## src/rtl/count_seq_checker_sat_counter.sv

```systemverilog
// Saturating up-counter with synchronous clear (clear beats increment).
module sat_counter #(
  parameter int unsigned WIDTH = 8
) (
  input  logic             clk,
  input  logic             reset,
  input  logic             inc,
  input  logic             clr,
  output logic [WIDTH-1:0] count
);

  logic [WIDTH-1:0] count_q;
  logic [WIDTH-1:0] count_d;

  // Next count: clear first, otherwise increment unless already all-ones.
  always_comb begin
    count_d = count_q;
    if (clr) begin
      count_d = '0;
    end else if (inc && (count_q != {WIDTH{1'b1}})) begin
      count_d = count_q + 1'b1;
    end
  end

  // Count register.
  always_ff @(posedge clk or negedge reset) begin
    if (!reset) begin
      count_q <= '0;
    end else begin
      count_q <= count_d;
    end
  end

  assign count = count_q;

endmodule

```

## config.mk

```make
export PLATFORM = sky130hd
export DESIGN_NAME = sat_counter
export DESIGN_NICKNAME = d
export VERILOG_FILES = /design/src/rtl/count_seq_checker_sat_counter.sv
export SDC_FILE = /design/constraint.sdc
export NUM_CORES = 1
export LEC_CHECK = 0
export CAP_MARGIN = 20
export CORE_AREA = 2 2 39 41
export CTS_CLUSTER_DIAMETER = 30
export DETAILED_ROUTE_END_ITERATION = 6
export DIE_AREA = 0 0 41 43
export PLACE_DENSITY = 0.61
export SLEW_MARGIN = 10
export SYNTH_ARGS = -nofsm -noshare
export SYNTH_HDL_FRONTEND = slang
export SYNTH_SLANG_ARGS = --single-unit
```

## constraint.sdc

```tcl
create_clock -name clk -period 1.65 [get_ports clk]
set_clock_uncertainty 0.15 [all_clocks]
set_input_delay 0.33 -clock clk [delete_from_list [all_inputs] [get_ports clk]]
set_output_delay 0.33 -clock clk [all_outputs]
set_load 0.005 [all_outputs]
```

==> metrics, run 1 <==
outcome=finished, final reports clean; Clock Latency Late Sink=0.26 ns; final setup fails=0; wire length per cell=13.78 um; P_leak=0.3667 nW; power density cells=573.4 mW/mm2; final wirelength=1254 um; max-slew violations=0; Fin. Hold Viols=0; busiest layer in global routing=met2; headroom to the max-slew limit=slightly above 70%; GRT met2 Usage=between 20% and 30%; Worst-Margin Slew=0.4108 ns; Mean Syn Cell Area=9.473 um2; initial antenna violation count=0; Area growth, synth to finish=63.34%; num rows=14; largest net degree at the start of global routing=10; WHS=0.2153 ns; #FFs+latches synth=8; drt pass-1 iters=4; Yosys warnings=0; syn nets=between 50 and 60; Max Fclk=626.2 MHz; CP Capture Type=register; crit path max fanout=5; IO Pins=12; Final min period=1.597 ns; Crit Path Class=reg2reg; Initial Util=33.54%; Via Count=473; dpl cells=81; Post-DP Area=~650 um2; grt met1 use=21.64%; CTS Buf Count=3; first-pass GRT wire length=roughly 1900 um; Die Y=43 um; IO Port Bufs=11; R2R depth=5; Final GP Congestion=0.7488; die width=41 um; TritonCTS clock tree=done; design area=758.2 um2; vias in the first global route=422; # fillers=129; Residual DRC=0; Worst R2R Start=count[1]; post-route clock period utilization=96.78%; CP Data Required Time=1.64 ns; Peak VDD IR=0.3320 mV; die area=0.001763 mm2; Clock transition at path regs=0.06 ns; Crit Reg-Reg Endpoint=count[0]; htree depth=1; nets=slightly above 80; crit start category=register; Core Region=0.001384 mm2; Post-Synthesis Cell Area=around 460 um2; Syn Inst Count=49; Synth cell types=28; ratio of cells with drive above 1 in the final layout=about a third; DP HPWL=765.9 um; grt ovf=0; Setup TNS=0 ns; Area contributors post-synth=dfrtp_1 (43%), mux2_2 (4.9%), nor3_1 (4.3%), nand2b_1 (4.0%), nor2b_1 (4.0%); Finished Layout Cells=between 90 and 100; largest area contributor in the netlist=dfrtp_1; DR iter-0 viols=5; Clock Sinks=8; max cap viols=0; clk root buf=clkbuf_4; vias per inst=5.198; Final ANT Viol Nets=0; Synth top area share=43.13%; All-Layer GR Usage=between 15 and 20%; max reg flops=8; post-layout util=a little over half; Diodes inserted=0; HP Class=in2async; met3 usage=6.283%; clk buf depth=2; register area share after synthesis=43.13%; critical path data arrival time=about 1.6 ns; worst reg2reg setup slack=0.05 ns
-- Yosys cell counts --
library cell  n
inv_1         2
clkbuf_1      1
nor4_1        1
nor3b_1       1
mux2i_1       1
nand3_2       1
and3_1        1
or3_1         1
nor3_1        4
a211oi_1      1
a21oi_1       3
mux2_2        2
a31oi_1       1
nand2_1       2
nand2b_1      3
ha_1          1
dfrtp_1       8
nand4_1       1
o21ai_0       1
buf_2         1
nor2b_1       3
nand3_1       2
nor2_1        2
and4_1        1
a21boi_1      1
a41oi_1       1
and4_2        1
a2111oi_0     1
-- placed cells by master, fill, tap and decap left out, types with 2 or more instances in the layout --
cell type | Yosys | layout
nor3_1 | 4 | 4
clkbuf_4 | 0 | 3
nor2b_1 | 3 | 3
dlymetal6s2s_1 | 0 | 2
dlygate4sd2_1 | 0 | 3
a21oi_1 | 3 | 2
nor2_1 | 2 | 2
dfrtp_1 | 8 | 7
nand2_1 | 2 | 2
nand3_1 | 2 | 2
inv_1 | 2 | 2
clkdlybuf4s50_1 | 0 | 6
mux2_4 | 0 | 2
buf_4 | 0 | 14
nand2b_1 | 3 | 3
-- metal layers --
layer  part of all wire [%]  routed length, um
met1                     44                555
met2                     46                574
met3                    6.4                 80
met4                    3.4                 43
met5                      0                  0
-- worst max-delay path by stage --
| stage | slack (ns) | cells after the start | startpoint | to |
|---|---|---|---|---|
| 4_1_cts | 0.003 | 5 | count[1] | count[3] |
| 6_report | 0.05 | 5 | count[1] | count[0] |
| 2_1_floorplan | 0.05 | 4 | count[1] | count[0] |
| 3_3_place_gp | -0.09 | 4 | inc | count[7] |
| 3_5_place_dp | -0.11 | 4 | inc | count[7] |
| 5_1_grt | -0.001 | 5 | count[1] | count[3] |
-- timing repair --
action | in CTS | in global routing
setup buffers | 7 | 0
endpoints found under the setup margin | 8 | 5
gates resized for setup | 6 | 7
pin swaps | 1 | 2
hold buffers | 0 | 0
-- area by class of cell --
cell class	count	area, um2	area share [%]
multi-input cells	37	290.3	38.28
inverters	2	7.507	0.9901
flip-flops and latches	8	201.4	26.57
clock buffers	3	22.52	2.970
well taps	16	20.02	2.640
repair buffers	25	216.5	28.55
-- cell families after synthesis --
| family | count (synthesis) | synth area share, % |
|---|---|---|
| buffers and inverters | 4 | 3.503 |
| multiplexers | 3 | 7.008 |
| AND/OR/NAND/NOR | 24 | 31.00 |
| adder cells (fa/ha/maj) | 1 | 2.695 |
| AO/OA/AOI/OAI | 9 | 12.67 |
| flip-flops | 8 | 43.13 |
-- worst max-delay path: stages (launching register included) --
cell	delay (ns)
dfrtp_1	0.38
buf_4	0.14
ha_4	0.16
and4_4	0.19
a21boi_4	0.16
mux2_4	0.31
-- through the flow --
step	power [W]	setup slack (ns)
6_report	0.0004347	0.05314
5_1_grt	0.0004625	-0.001001
4_1_cts	0.0004368	0.003175
3_5_place_dp	0.0002691	-0.1070
3_3_place_gp	0.0002696	-0.09495
2_1_floorplan	0.0002317	0.04565
-- power by group --
group	internal, W	switching [W]	total (W)	leakage, nW
clock	0.0000838	0.0000747	0.000158	0.0138
sequential	0.000201	0.00000299	0.000204	0.109
combinational	0.0000412	0.0000310	0.0000723	0.244
total	0.000326	0.000109	0.000435	0.367
No activity file was read; power rests on OpenSTA's default activity.
==> inputs of run 2 (changes only) <==
==> constraint.sdc (replaced) <==
create_clock -name clk -period 1.65 [get_ports clk]
set_clock_uncertainty 0.15 [all_clocks]
set_input_delay 0.33 -clock clk [delete_from_list [all_inputs] [get_ports clk]]
set_output_delay 0.33 -clock clk [all_outputs]
set_load 0.1 [all_outputs]
==> metrics, run 2 (synthesized netlist as in run 1, its figures left out) <==
headroom to the max-slew limit=73.96% (was 72.53%); Crit Reg-Reg Endpoint=count[3] (was count[0]); Peak VDD IR=0.3168 mV (was 0.3320 mV); vias per inst=5.360 (was 5.198); Clock transition at path regs=0.06 ns (about the same); clock group share of total power=33.4% (was 36.4%); commonest non-fill, non-tap cells in the layout=buf_4 (9), buf_12 (8), dfrtp_4 (6) (was buf_4 (14), dfrtp_1 (7), clkdlybuf4s50_1 (6)); internal power=0.0003373 W (was 0.0003261 W); dpl cells=83 (was 81); commonest non-fill, non-tap cell in the layout=buf_4 (unchanged); grt ovf=0 (unchanged); Flop pwr share=43.1% (was 46.9%); max-slew violations=0 (unchanged); worst reg2reg setup slack=0.04 ns (was 0.05 ns); Core Region=0.001384 mm2 (unchanged); Die Y=43 um (unchanged); post-layout util=58.77% (was 54.79%); crit path max fanout=5 (unchanged); CP Capture Type=register (unchanged); Final ANT Viol Nets=0 (unchanged); crit start category=register (unchanged); Crit Path Class=reg2reg (unchanged); Final min period=1.610 ns (was 1.597 ns); NetSw=0.0001484 W (was 0.0001087 W); clk root buf=clkbuf_4 (unchanged); CP delay by family, top=flip-flops (unchanged); Setup TNS=0 ns (unchanged); Power Total=0.0004857 W (was 0.0004347 W); WHS=0.2000 ns (was 0.2153 ns); setup bufs post-CTS=0 (was 7); Fin. Hold Viols=0 (unchanged); P_leak=0.3148 nW (was 0.3667 nW); outcome=finished, final reports clean (unchanged); Max stage delay cell, worst path=dfrtp_4 (was dfrtp_1); R2R depth=4 (was 5); htree depth=1 (unchanged); Diodes inserted=0 (unchanged); DR iter-0 viols=15 (was 5); TritonCTS clock tree=done (unchanged); CP Buf/Inv Count=0 (was 1); Clock Sinks=8 (unchanged); drt pass-1 iters=4 (unchanged); power density cells=597.2 mW/mm2 (was 573.4 mW/mm2); Worst path max stage delay=0.49 ns (was 0.38 ns); Residual DRC=0 (unchanged); max cap viols=0 (unchanged); Max Fclk=621.2 MHz (was 626.2 MHz); unrepaired setup endpoints after global routing=false; Sw Ratio=30.55% (was 25.00%); Clock Latency Late Sink=0.27 ns (was 0.26 ns); critical path data arrival time=1.61 ns (was 1.59 ns); vias in the first global route=470 (was 422); Via Count=461 (was 473); Worst-Margin Slew=0.3893 ns (was 0.4108 ns); Finished Layout Cells=86 (was 91); die width=41 um (unchanged); IO Port Bufs=11 (unchanged); max reg flops=8 (unchanged); IO Pins=12 (unchanged); wire length per cell=13.51 um (was 13.78 um); largest net degree at the start of global routing=9 (was 10); critical path cell sequence=ha_4 > and4_4 > a21oi_2 > mux2_2 (was buf_4 > ha_4 > and4_4 > a21boi_4 > mux2_4); Initial Util=33.54% (unchanged); Final GP Congestion=0.7488 (unchanged); first-pass GRT wire length=1959 um (was 1883 um); CP Data Required Time=1.65 ns (was 1.64 ns); Area growth, synth to finish=75.20% (was 63.34%); ratio of cells with drive above 1 in the final layout=50.00% (was 34.67%); All-Layer GR Usage=17.17% (was 17.07%); initial antenna violation count=0 (unchanged); final wirelength=1162 um (was 1254 um); CTS Buf Count=3 (unchanged); Comb pwr share=23.4% (was 16.6%); Worst R2R Start=count[0] (was count[1]); final setup fails=0 (unchanged); HP Class=in2async (unchanged); num rows=14 (unchanged); die area=0.001763 mm2 (unchanged); post-route clock period utilization=97.57% (was 96.78%); # fillers=120 (was 129); clk buf depth=2 (unchanged); nets=77 (was 82)
run 2: worst max-delay path by stage:
stage,start,to,slack [ns],depth (start not counted)
after floorplan,count[1],count[0],-0.15,4
after CTS,count[0],count[0],0.02,4
after detailed placement,inc,count[7],-0.14,4
final,count[0],count[3],0.04,4
after global placement,inc,count[7],-0.12,4
after global routing,count[1],count[0],0.002,4
run 2: power groups by stage:
stage	Sequential, W	Combinational, W	Clock, W
final	0.000210	0.000114	0.000162
after CTS	0.000210	0.000114	0.000161
after global placement	0.000213	0.000113	0
after global routing	0.000211	0.000121	0.000169
after detailed placement	0.000214	0.000114	0
after floorplan	0.000251	0.0000237	0
run 2: layout make-up:
class / instances / area [um2] / share of cell area, %
Clock buffer: 3 / 22.52 / 2.769
Sequential cell: 8 / 225.2 / 27.69
Inverter: 2 / 7.507 / 0.9231
Tap cell: 16 / 20.02 / 2.462
Multi-Input combinational cell: 37 / 280.3 / 34.46
Timing Repair Buffer: 20 / 257.7 / 31.69
run 2: what timing repair did:
item / in CTS / in global routing
hold buffers: 0 / 0
setup endpoints to repair: 0 / 2
gates resized for setup: 0 / 2
run 2: stage by stage:
| stage | cell area, um2 | worst slack (ns) |
|---|---|---|
| 6_report | 813.3 | 0.04012 |
| 5_1_grt | 813.3 | 0.001872 |
| 2_1_floorplan | 510.5 | -0.1499 |
| 3_3_place_gp | 779.5 | -0.1175 |
| 4_1_cts | 802.0 | 0.02275 |
| 3_5_place_dp | 779.5 | -0.1378 |
run 2: layer usage:
layer	global-route usage [%]	part of all wire, %	vias up
met3	3.141	4.5	5
met1	19.67	42	216
met5	0	0	-
li1	-	-	223
met4	11.33	3.1	0
met2	27.19	50	17
